File: src/rtl/pwm_duty_ctrl.sv
`default_nettype none
// ============================================================================
//  Module   : pwm_duty_ctrl
//  Purpose  : Generates the DUTY_W-bit duty word for the PWM/LED dimmer.
//             Manual mode steps the duty with debounced up/down buttons
//             (saturating). Breathe mode ramps 0->max->0 continuously with
//             one step every STEP_CYCLES clocks.
//  Ports    : clk_i          system clock (rising edge)
//             reset_i        asynchronous active-high reset
//             btn_up_i       raw up button (asynchronous, bouncy)
//             btn_down_i     raw down button (asynchronous, bouncy)
//             mode_breathe_i raw slide switch, 0 = manual, 1 = breathe
//             duty_cycle_o   registered duty word
//             duty_changed_o one-cycle pulse when duty_cycle_o takes a new value
//             breathe_dir_o  1 while ramping up (registered)
//  Revision : 1.0  initial release
// ============================================================================
module pwm_duty_ctrl #(
  parameter int DEBOUNCE_CYCLES = 16,
  parameter int STEP_CYCLES     = 64,
  parameter int DUTY_W          = 4
) (
  input  logic              clk_i,
  input  logic              reset_i,
  input  logic              btn_up_i,
  input  logic              btn_down_i,
  input  logic              mode_breathe_i,
  output logic [DUTY_W-1:0] duty_cycle_o,
  output logic              duty_changed_o,
  output logic              breathe_dir_o
);

  localparam int DB_W = $clog2(DEBOUNCE_CYCLES);
  localparam int ST_W = $clog2(STEP_CYCLES);
  localparam logic [DB_W-1:0]   DB_LAST  = DB_W'(DEBOUNCE_CYCLES - 1);
  localparam logic [ST_W-1:0]   ST_LAST  = ST_W'(STEP_CYCLES - 1);
  localparam logic [DUTY_W-1:0] DUTY_MAX = '1;
  localparam int IDX_UP   = 0;
  localparam int IDX_DN   = 1;
  localparam int IDX_MODE = 2;

  typedef enum logic [1:0] {
    ST_MANUAL    = 2'd0,
    ST_RAMP_UP   = 2'd1,
    ST_RAMP_DOWN = 2'd2
  } state_t;

  logic [2:0] raw_w;
  logic [2:0] level_w;
  logic [1:0] event_w;
  logic [1:0] live_q;

  assign raw_w = {mode_breathe_i, btn_down_i, btn_up_i};

  // Marks when the synchroniser outputs carry real samples rather than
  // their reset zeros (two clocks after reset release).
  always_ff @(posedge clk_i or posedge reset_i) begin
    if (reset_i) live_q <= '0;
    else         live_q <= {live_q[0], 1'b1};
  end

  // Input conditioning: 2-FF synchroniser followed by a stability counter.
  for (genvar g = 0; g < 3; g++) begin : g_cond
    logic            sync1_q;
    logic            sync2_q;
    logic            level_q;
    logic [DB_W-1:0] cnt_q;

    always_ff @(posedge clk_i or posedge reset_i) begin
      if (reset_i) begin
        sync1_q <= 1'b0;
        sync2_q <= 1'b0;
        level_q <= 1'b0;
        cnt_q   <= '0;
      end else begin
        sync1_q <= raw_w[g];
        sync2_q <= sync1_q;
        if (sync2_q == level_q) begin
          cnt_q <= '0;
        end else if (cnt_q == DB_LAST) begin
          level_q <= sync2_q;
          cnt_q   <= '0;
        end else begin
          cnt_q <= cnt_q + 1'b1;
        end
      end
    end

    assign level_w[g] = level_q;

    // Buttons only: a debounced rising edge becomes an event once the
    // button has been seen released after reset, so a button held through
    // reset cannot fire on release of reset.
    if (g < 2) begin : g_evt
      logic level_prev_q;
      logic armed_q;

      always_ff @(posedge clk_i or posedge reset_i) begin
        if (reset_i) begin
          level_prev_q <= 1'b0;
          armed_q      <= 1'b0;
        end else begin
          level_prev_q <= level_q;
          if (live_q[1] && !sync2_q) armed_q <= 1'b1;
        end
      end

      assign event_w[g] = level_q & ~level_prev_q & armed_q;
    end
  end

  // Duty / mode state machine.
  state_t            state_q, state_d;
  logic [DUTY_W-1:0] duty_q, duty_d;
  logic [ST_W-1:0]   pre_q, pre_d;
  logic              duty_changed_q;
  logic              breathe_dir_q;

  always_comb begin
    state_d = state_q;
    duty_d  = duty_q;
    pre_d   = pre_q;
    case (state_q)
      ST_MANUAL: begin
        pre_d = '0;
        if (level_w[IDX_MODE]) begin
          // Direction is chosen from the current duty; duty itself is kept.
          state_d = (duty_q == DUTY_MAX) ? ST_RAMP_DOWN : ST_RAMP_UP;
        end else if (event_w[IDX_UP] && !event_w[IDX_DN]) begin
          if (duty_q != DUTY_MAX) duty_d = duty_q + 1'b1;
        end else if (event_w[IDX_DN] && !event_w[IDX_UP]) begin
          if (duty_q != '0) duty_d = duty_q - 1'b1;
        end
      end
      ST_RAMP_UP: begin
        if (pre_q == ST_LAST) begin
          pre_d = '0;
          if (duty_q != DUTY_MAX) duty_d = duty_q + 1'b1;
          if (duty_q >= DUTY_MAX - 1'b1) state_d = ST_RAMP_DOWN;
        end else begin
          pre_d = pre_q + 1'b1;
        end
        // Leaving takes effect after any step of this same cycle.
        if (!level_w[IDX_MODE]) begin
          state_d = ST_MANUAL;
          pre_d   = '0;
        end
      end
      ST_RAMP_DOWN: begin
        if (pre_q == ST_LAST) begin
          pre_d = '0;
          if (duty_q != '0) duty_d = duty_q - 1'b1;
          if (duty_q <= 1) state_d = ST_RAMP_UP;
        end else begin
          pre_d = pre_q + 1'b1;
        end
        if (!level_w[IDX_MODE]) begin
          state_d = ST_MANUAL;
          pre_d   = '0;
        end
      end
      default: begin
        state_d = ST_MANUAL;
        pre_d   = '0;
      end
    endcase
  end

  always_ff @(posedge clk_i or posedge reset_i) begin
    if (reset_i) begin
      state_q        <= ST_MANUAL;
      duty_q         <= '0;
      pre_q          <= '0;
      duty_changed_q <= 1'b0;
      breathe_dir_q  <= 1'b0;
    end else begin
      state_q        <= state_d;
      duty_q         <= duty_d;
      pre_q          <= pre_d;
      duty_changed_q <= (duty_d != duty_q);
      breathe_dir_q  <= (state_d == ST_RAMP_UP);
    end
  end

  assign duty_cycle_o   = duty_q;
  assign duty_changed_o = duty_changed_q;
  assign breathe_dir_o  = breathe_dir_q;

endmodule
`default_nettype wire

File: config.mk
export PLATFORM = sky130hd
export DESIGN_NAME = pwm_duty_ctrl
export DESIGN_NICKNAME = d
export VERILOG_FILES = /design/src/rtl/pwm_duty_ctrl.sv
export SDC_FILE = /design/constraint.sdc
export NUM_CORES = 1
export LEC_CHECK = 0
export CORE_MARGIN = 1.5
export CORE_UTILIZATION = 40
export DETAILED_ROUTE_END_ITERATION = 8
export PLACE_DENSITY = 0.59
export SYNTH_ARGS = -nofsm -noshare
export SYNTH_HDL_FRONTEND = slang
export SYNTH_SLANG_ARGS = --single-unit
export TNS_END_PERCENT = 30
File: constraint.sdc
create_clock -name clk_i -period 2.35 [get_ports clk_i]
set_input_delay 0.47 -clock clk_i [delete_from_list [all_inputs] [get_ports clk_i]]
set_output_delay 0.47 -clock clk_i [all_outputs]
set_load 0.005 [all_outputs]
**Yosys cells after proc, flatten, opt, wreduce, memory -nomap -nowiden**

Cells that the tools add are included.

- Output and inout bits: 6
- Register bits: 41
- Word-level logic and storage cells: 92
- Bits of input ports: 5

- Order comparisons: 2
- $add $sub $neg: 6
- Reduce and logical (&&, ||, !) cells: 14
- Multiplexer cells: 26
- Bitwise gates (word level): 9
- Eq/ne operators: 13

Operators by type and width:

| operator | count |
|---|---|
| $mux 4 | 13 |
| $mux 6 | 3 |
| $add 4x1->4 const B | 4 |
| $eq 4x4->1 const B | 4 |
| $mux 2 | 8 |
| $pmux 4 s3 | 1 |
| $add 6x1->6 const B | 1 |
| $eq 6x6->1 const B | 1 |
| $pmux 2 s3 | 1 |
| $reduce_and 2->1 | 3 |
| $not 1->1 | 5 |
| $and 1x1->1 | 4 |
| $eq 2x1->1 const B | 2 |
| $ge 4x4->1 const B | 1 |
| $le 4x1->1 const B | 1 |
| $logic_and 1x1->1 | 4 |
| $logic_not 1->1 | 4 |
| $ne 4x4->1 | 1 |
| $ne 4x4->1 const B | 1 |
| $reduce_bool 4->1 | 1 |
| $sub 4x1->4 const B | 1 |
| $eq 1x1->1 | 3 |
| $eq 2x2->1 const B | 1 |
| $logic_not 2->1 | 1 |
| $reduce_or 2->1 | 1 |

**Longest topological paths before layout**

Gate-level depths: netlist of the first run.

- Depth in word-level cells: 10
- Gate-level depth with buffers: 9
- Depth with buffers taken out: 8

**Least setup slack after synthesis of the first run**

Ideal clock, no wire load.

- Path type: register to register
- From: register duty_q[0] (netlist: duty_cycle_o[0])
- To: register duty_changed_q (netlist: duty_changed_o)
- Cell stages (with the launch flop): 9
- Library setup time: 0.071 ns
- Path buffers: 0
- Setup slack: 0.245 ns
- Period minus slack after synthesis: 2.105 ns
- Data arrival time: 2.034 ns
- Required time: 2.279 ns
- Path through: dfrtp_1 > inv_1 > ha_1 > or3b_4 > nand2_1 > a221o_1 > a2111oi_4 > a41oi_1 > nand4_1

- Cells in the longest elaborated chain, start to end: 7
- Elaborated cells between the ends (all ways): 13
- Those cells by class: add/sub (2); eq/ne (2); mux (8); reduce/logical (1)

Ends and longest elaborated chain:

| what | line | text |
|---|---|---|
| start, declared | 114 | `logic [DUTY_W-1:0] duty_q, duty_d;` |
| start signal, assigned | 178 | `duty_q <= duty_d;` |
| $sub 4x1->4 or $reduce_bool 4->1 (tied branches) | 132, 152 |  |
| $mux 4 | 132, 152 |  |
| $mux 4 | 131 | `end else if (event_w[IDX_DN] && !event_w[IDX_UP]) begin` |
| $mux 4 | 129 | `end else if (event_w[IDX_UP] && !event_w[IDX_DN]) begin` |
| $mux 4 | 126 | `if (level_w[IDX_MODE]) begin` |
| $pmux 4 s3 | 123 | `case (state_q)` |
| $ne 4x4->1 * | 180 | `duty_changed_q <= (duty_d != duty_q);` |
| end signal, assigned | 180 |  |
| end, declared | 116 | `logic duty_changed_q;` |

Mark *: on every way between the ends. The rest lies on a longest branch, timed or not.
A chain may end at the register's enable or synchronous reset.

**Worst setup path after layout of the first run**

- From: register duty_q[1] (netlist: duty_cycle_o[1])
- To: register duty_q[0] (netlist: duty_cycle_o[0])

- Cells in the longest elaborated chain, start to end: 6
- Elaborated cells between the ends (all ways): 10
- Those cells by class: eq/ne (1); mux (8); reduce/logical (1)

Ends and longest elaborated chain:

| what | line |
|---|---|
| $reduce_bool 4->1 | 132, 152 |
| $mux 4 | 132, 152 |
| $mux 4 | 131 |
| $mux 4 | 129 |
| $mux 4 | 126 |
| $pmux 4 s3 * | 123 |
| via duty_d[0] | 114 |

The timed path passes the listed nets; every way through them passes the cells marked *.

==> flow_summary.toml, run 1 <==
[grt]
antenna_found_initial = 0
grt_pass1_vias = 1826
grt_overflow_total = 0
grt_pass1_wl_mm = 8.66
grt_max_degree = 42
grt_use_total_pct = 17.1

[finish]
final_nets = 286
diodes = 0
drive_gt1_share_pct = 11.2
syn2layout_area_growth_pct = 12.0
fin_area_mm2 = 0.00274

[clocking]
cts_buffers = 5
h-tree-depth = 2
cts_setup_buffers = 0
post_cts_resized = 0
cts-hold-fix-buffers = 0
cts_sinks = 41
clkSlewWorstSetupHoldPaths_ns = 0.09
cts_tree = "yes"
cts_buffer_depth = 2
cts-root-buf = "clkbuf_8"
clkLatencyLatePin_ns = 0.29

[sta]
fin_setup_tns_ns = 0
fmax_mhz = 463
slew_viol_final = 0
final_hold_viol_count = 0
rsz0062_at_grt = "false"
fin_crit_ns = 2.16
worst_pin_slew_ns = 0.559
slew_headroom_pct = 62.7
fin_skew_ns = 0.0110
setup_viol = 0
fin_crit_sh_pct = 91.9

[synth]
syn_inst = 252
synth_area_leader_cell = "dfrtp_1"
netlist_top_cells_area = "dfrtp_1 (42%), ha_1 (6.7%), xnor2_1 (3.6%), nand2_1 (3.1%), nor2_1 (3.1%)"
synth-edff-count = 0
ys_ff_latch = 41
synth_common_cells = "dfrtp_1 (41), nand2_1 (20), nor2_1 (20), inv_1 (17), a21oi_1 (14)"
yosys_warnings = 0
yosysSeqAreaShare_pct = 42.0
syn_area_mm2 = 0.00244
synthMostInstantiatedCell = "dfrtp_1"
synth_top_area_share_pct = 42.0
syn_avg_cell_area_um2 = 9.69
post_synth_num_cell_types = 63
synth_async_sr_flop_share_pct = 100
synth-main-ff-cell = "dfrtp_1"
synthesis.nets = 270

[detailed_routing]
viasPerCell = 5.68
drt_first_iter_violations = 396
num_vias = 1954
drt_first_pass_iters = 6
drc = 0
wl_mm = 4.95
ant_nets = 0
post_drt_wl_per_cell_um = 14.4

[critical_path]
startpoint_type = "register"
end_kind = "register"
r2r_setup_slack_ns = 0.19
setup.worst_path.class = "reg -> reg"
r2r-start = "duty_cycle_o[1]"
ff2ff_path_depth = 8
cp_max_fo = 8
r2r-end = "duty_cycle_o[0]"
arrival_ns = 2.36
cp.required_ns = 2.55

[placement]
io_buffers = 10
place_area_mm2 = 0.00264
dp_hpwl_mm = 3.65
place.gp.congestion = 0.948

[hold_path]
hold_start = "g_cond[2].sync1_q"
hold_path.class = "reg -> reg"
hold_end = "g_cond[2].sync2_q"
hold_path_depth = 0

[floorplanning]
die_area_mm2 = 0.00658
die_h_um = 81.1
rows = 28
io_pins = 11
die_x_um = 81.1
initial_core_util_pct = 41.2
core_area_mm2 = 0.00592

[pwr]
vdd_drop_max_mv = 0.421
leakage_nw = 1.16
powerDensity_mw_per_mm2 = 572

[job]
cap_violations = 0

[run_status]
status = "finished clean"
[report_power, final]
group	internal (mW)	total, mW	leakage, nW	switching, mW
clock	0.209	0.453	0.0374	0.243
sequential	0.740	0.775	0.531	0.0354
combinational	0.158	0.337	0.587	0.179
[layer usage]
| metal | share of wire, % | up-vias | track usage [%] |
|---|---|---|---|
| li1 | - | 935 | - |
| met1 | 47 | 929 | 24.1 |
| met2 | 44 | 74 | 26.4 |
| met3 | 6.3 | 16 | 3.48 |
| met4 | 2.2 | 0 | 4.83 |
| met5 | 0 | - | 0 |
[worst max-delay path, cell delays in order (launching register included)]
cell and delay (ns):
dfrtp_1 0.47, inv_1 0.10, ha_1 0.23, nor3b_4 0.18
nor3_1 0.34, a211oi_1 0.12, a211o_1 0.29, a21o_1 0.16
a21oi_1 0.19
[registers in the layout (all words and copies together) (netlist names)]
| register | count |
|---|---|
| breathe_dir_o | 1 |
| duty_changed_o | 1 |
| duty_cycle_o | 4 |
| g_cond.cnt_q | 12 |
| g_cond.g_evt.armed_q | 2 |
| g_cond.g_evt.level_prev_q | 2 |
| g_cond.level_q | 3 |
| g_cond.sync1_q | 3 |
| g_cond.sync2_q | 3 |
| live_q | 2 |
| pre_q | 6 |
| state_q | 2 |
[cell families (layout without fill, tap and decap cells)]
logic type	after synthesis	count (layout)	synth area share [%]
and+or+nand+nor	89	89	20.1
AOI/OAI and AO/OA	65	65	19.9
DFF	41	41	42.0
buffers and inverters	29	46	5.95
adders and majority gates	13	13	6.66
xor gates and xnor gates	11	11	3.95
muxes	3	3	1.28
other	1	1	0.154
[how the worst max path moves through the flow]
stage / slack [ns] / cells after the start / end / from
after floorplan: 0.24 / 8 / duty_changed_o / duty_cycle_o[0]
final: 0.19 / 8 / duty_cycle_o[0] / duty_cycle_o[1]
after CTS: 0.19 / 7 / duty_changed_o / duty_cycle_o[1]
after global placement: 0.23 / 7 / duty_changed_o / duty_cycle_o[1]
after global routing: 0.004 / 8 / duty_cycle_o[0] / duty_cycle_o[1]
after detailed placement: 0.22 / 7 / duty_changed_o / duty_cycle_o[1]
[cells in the final DEF (no fill, tap or decap), drive strengths merged, types with 3 or more instances in the layout]
master	n
dfrtp	41
nor2	20
nand2	20
inv	16
a21oi	14
ha	13
o21ai	13
buf	11
xnor2	10
clkdlybuf4s50	10
nand3	9
nor3b	6
clkbuf	6
nor3	6
a21o	5
nor2b	4
and2	3
nand4	3
a31oi	3
nand2b	3
nand4b	3
[through the flow]
stage	cells	power (mW)	hold WS, ns	utilization (%)	setup slack [ns]
2_1_floorplan	252	0.995	0.331	-	0.245
3_3_place_gp	336	1.12	0.337	44.5	0.230
3_5_place_dp	336	1.11	0.338	44.5	0.219
4_1_cts	344	1.57	0.358	46.0	0.191
5_1_grt	344	1.66	0.362	46.2	0.00368
6_report	344	1.56	0.353	46.2	0.191
[area by class of cell]
class                           count  area, um2
Clock buffer                        6       72.6
Clock inverter                      2       15.0
Fill cell                         544       3190
Inverter                           17       63.8
Multi-Input combinational cell    182       1280
Sequential cell                    41       1030
Tap cell                           75       93.8
Timing Repair Buffer               21        183
No activity file was read; power rests on OpenSTA's default activity.
==> run 2: changes to the inputs <==
--- a/config.mk
+++ b/config.mk
@@ -5,10 +5,12 @@
 export SDC_FILE = /design/constraint.sdc
 export NUM_CORES = 1
 export LEC_CHECK = 0
+export CELL_PAD_IN_SITES_DETAIL_PLACEMENT = 1
+export CELL_PAD_IN_SITES_GLOBAL_PLACEMENT = 1
 export CORE_MARGIN = 1.5
 export CORE_UTILIZATION = 40
 export DETAILED_ROUTE_END_ITERATION = 8
-export PLACE_DENSITY = 0.59
+export PLACE_DENSITY = 0.71
 export SYNTH_ARGS = -nofsm -noshare
 export SYNTH_HDL_FRONTEND = slang
 export SYNTH_SLANG_ARGS = --single-unit
==> run 2 against run 1 <==
Against the previous run: wire length up 21%; design area up 0.23%; die area unchanged; sequential power down 0.8%; critical path depth down 1.
==> flow_summary.toml, run 2 (same netlist as run 1, synthesis figures left out) <==
[run_status]
status = "finished clean"

[clocking]
cts_setup_buffers = 0
clkSlewWorstSetupHoldPaths_ns = 0.08
h-tree-depth = 2
cts-root-buf = "clkbuf_8"
cts_buffers = 5
cts_tree = "yes"
cts_sinks = 41
cts_buffer_depth = 2
clkLatencyLatePin_ns = 0.29

[detailed_routing]
post_drt_wl_per_cell_um = 17.5
drt_first_iter_violations = 153
wl_mm = 6.01
viasPerCell = 5.78
drt_first_pass_iters = 4
drc = 0
num_vias = 1989
ant_nets = 0

[floorplanning]
die_x_um = 81.1
die_area_mm2 = 0.00658
core_area_mm2 = 0.00592
die_h_um = 81.1
initial_core_util_pct = 41.2
io_pins = 11
rows = 28

[finish]
syn2layout_area_growth_pct = 12.3
layout.area.seq_mm2 = 0.00103
multi_input_area_mm2 = 0.00127
largest_register_ffs = 12
layout.cells.most_common = "dfrtp_1"
final_cell_mix = "dfrtp_1 (41), nor2_1 (20), nand2_1 (20)"
final_cells = 344
diodes = 0
largest_register = "g_cond.cnt_q"
fillers = 673
final_nets = 286
fin_area_mm2 = 0.00274
drive_gt1_share_pct = 11.2

[placement]
io_buffers = 10
dp_hpwl_mm = 4.61
place.gp.congestion = 1.04
place_area_mm2 = 0.00265
post-place-ws_ns = 0.143
dp_cells = 336

[sta]
final_hold_viol_count = 0
setup_viol = 0
fin_crit_ns = 2.16
rsz0062_at_grt = "false"
fin_skew_ns = 0.00362
fin_setup_tns_ns = 0
whs_ns = 0.352
fmax_mhz = 463
fin_crit_sh_pct = 91.9
slew_viol_final = 0
worst_slack_ns = 0.191

[critical_path]
cp_max_fo = 9
setup.worst_path.class = "reg -> reg"
end_kind = "register"
startpoint_type = "register"
cp.required_ns = 2.52
arrival_ns = 2.33

[pwr]
vdd_drop_max_mv = 0.335
powerDensity_mw_per_mm2 = 576
leakage_nw = 1.16

[grt]
antenna_found_initial = 0
grt_max_degree = 42
grt_use_total_pct = 20.6
grt_pass1_vias = 2092
grt_pass1_wl_mm = 10.2
grt_overflow_total = 0

[hold_path]
hold_path.class = "reg -> reg"

[job]
cap_violations = 0
==> run 2: cell counts in the layout (fill, tap and decap cells not counted) <==
Identical to the previous run, type by type.
==> run 2: power by group <==
part           internal [mW]  leakage [nW]  total [mW]  switching [mW]
sequential             0.740         0.531       0.769          0.0289
combinational          0.156         0.596       0.351           0.194
clock                  0.209        0.0374       0.459           0.249
total                   1.11          1.16        1.58           0.473
==> run 2: timing repair <==
action                                  4_1_cts  5_1_grt
gates resized for setup                       0        1
endpoints found under the setup margin        0        1
hold buffers                                  0        0
==> run 2: final cells by class <==
| cell class | instances | share of cell area [%] |
|---|---|---|
| clock inverters | 2 | 0.548 |
| repair buffers | 21 | 7.12 |
| inverters | 17 | 2.33 |
| well taps | 75 | 3.42 |
| clock buffers | 6 | 2.65 |
| flip-flops and latches | 41 | 37.4 |
| multi-input cells | 182 | 46.5 |
==> run 2: routing by layer <==
layer / vias to the layer above / wire (um) / part of all wire, % / GRT usage [%]
met5: - / 0 / 0 / 0
met2: 56 / 2950 / 49 / 34.8
met1: 979 / 2700 / 45 / 25.9
li1: 937 / - / - / -
met4: 0 / 154 / 2.6 / 8.79
met3: 17 / 205 / 3.4 / 3.71
==> run 2: path summary, 6_finish.rpt <==
path	startpoint	to	slack, ns	cells after the start
hold / removal	g_cond[0].sync1_q	g_cond[0].sync2_q	0.35	0
hold reg to reg	g_cond[0].sync1_q	g_cond[0].sync2_q	0.35	0
setup reg to reg	pre_q[0]	duty_changed_o	0.19	7
setup / recovery	pre_q[0]	duty_changed_o	0.19	7
max in group asynchronous	reset_i	g_cond[0].g_evt.armed_q	1.63	3
min in group asynchronous	reset_i	g_cond[1].cnt_q[0]	0.52	3
==> run 2: metrics by stage <==
| step | util (%) | power, mW |
|---|---|---|
| 2_1_floorplan | - | 0.995 |
| 3_3_place_gp | 44.7 | 1.12 |
| 3_5_place_dp | 44.7 | 1.13 |
| 4_1_cts | 46.2 | 1.59 |
| 5_1_grt | 46.3 | 1.67 |
| 6_report | 46.3 | 1.58 |
==> run 2: worst max-delay path, stage by stage, from the launching register on <==
cell	delay, ns
dfrtp_1	0.38
ha_1	0.18
and3_1	0.36
nand2_1	0.26
a221oi_1	0.37
a21oi_1	0.08
a211oi_1	0.27
nand4_1	0.12
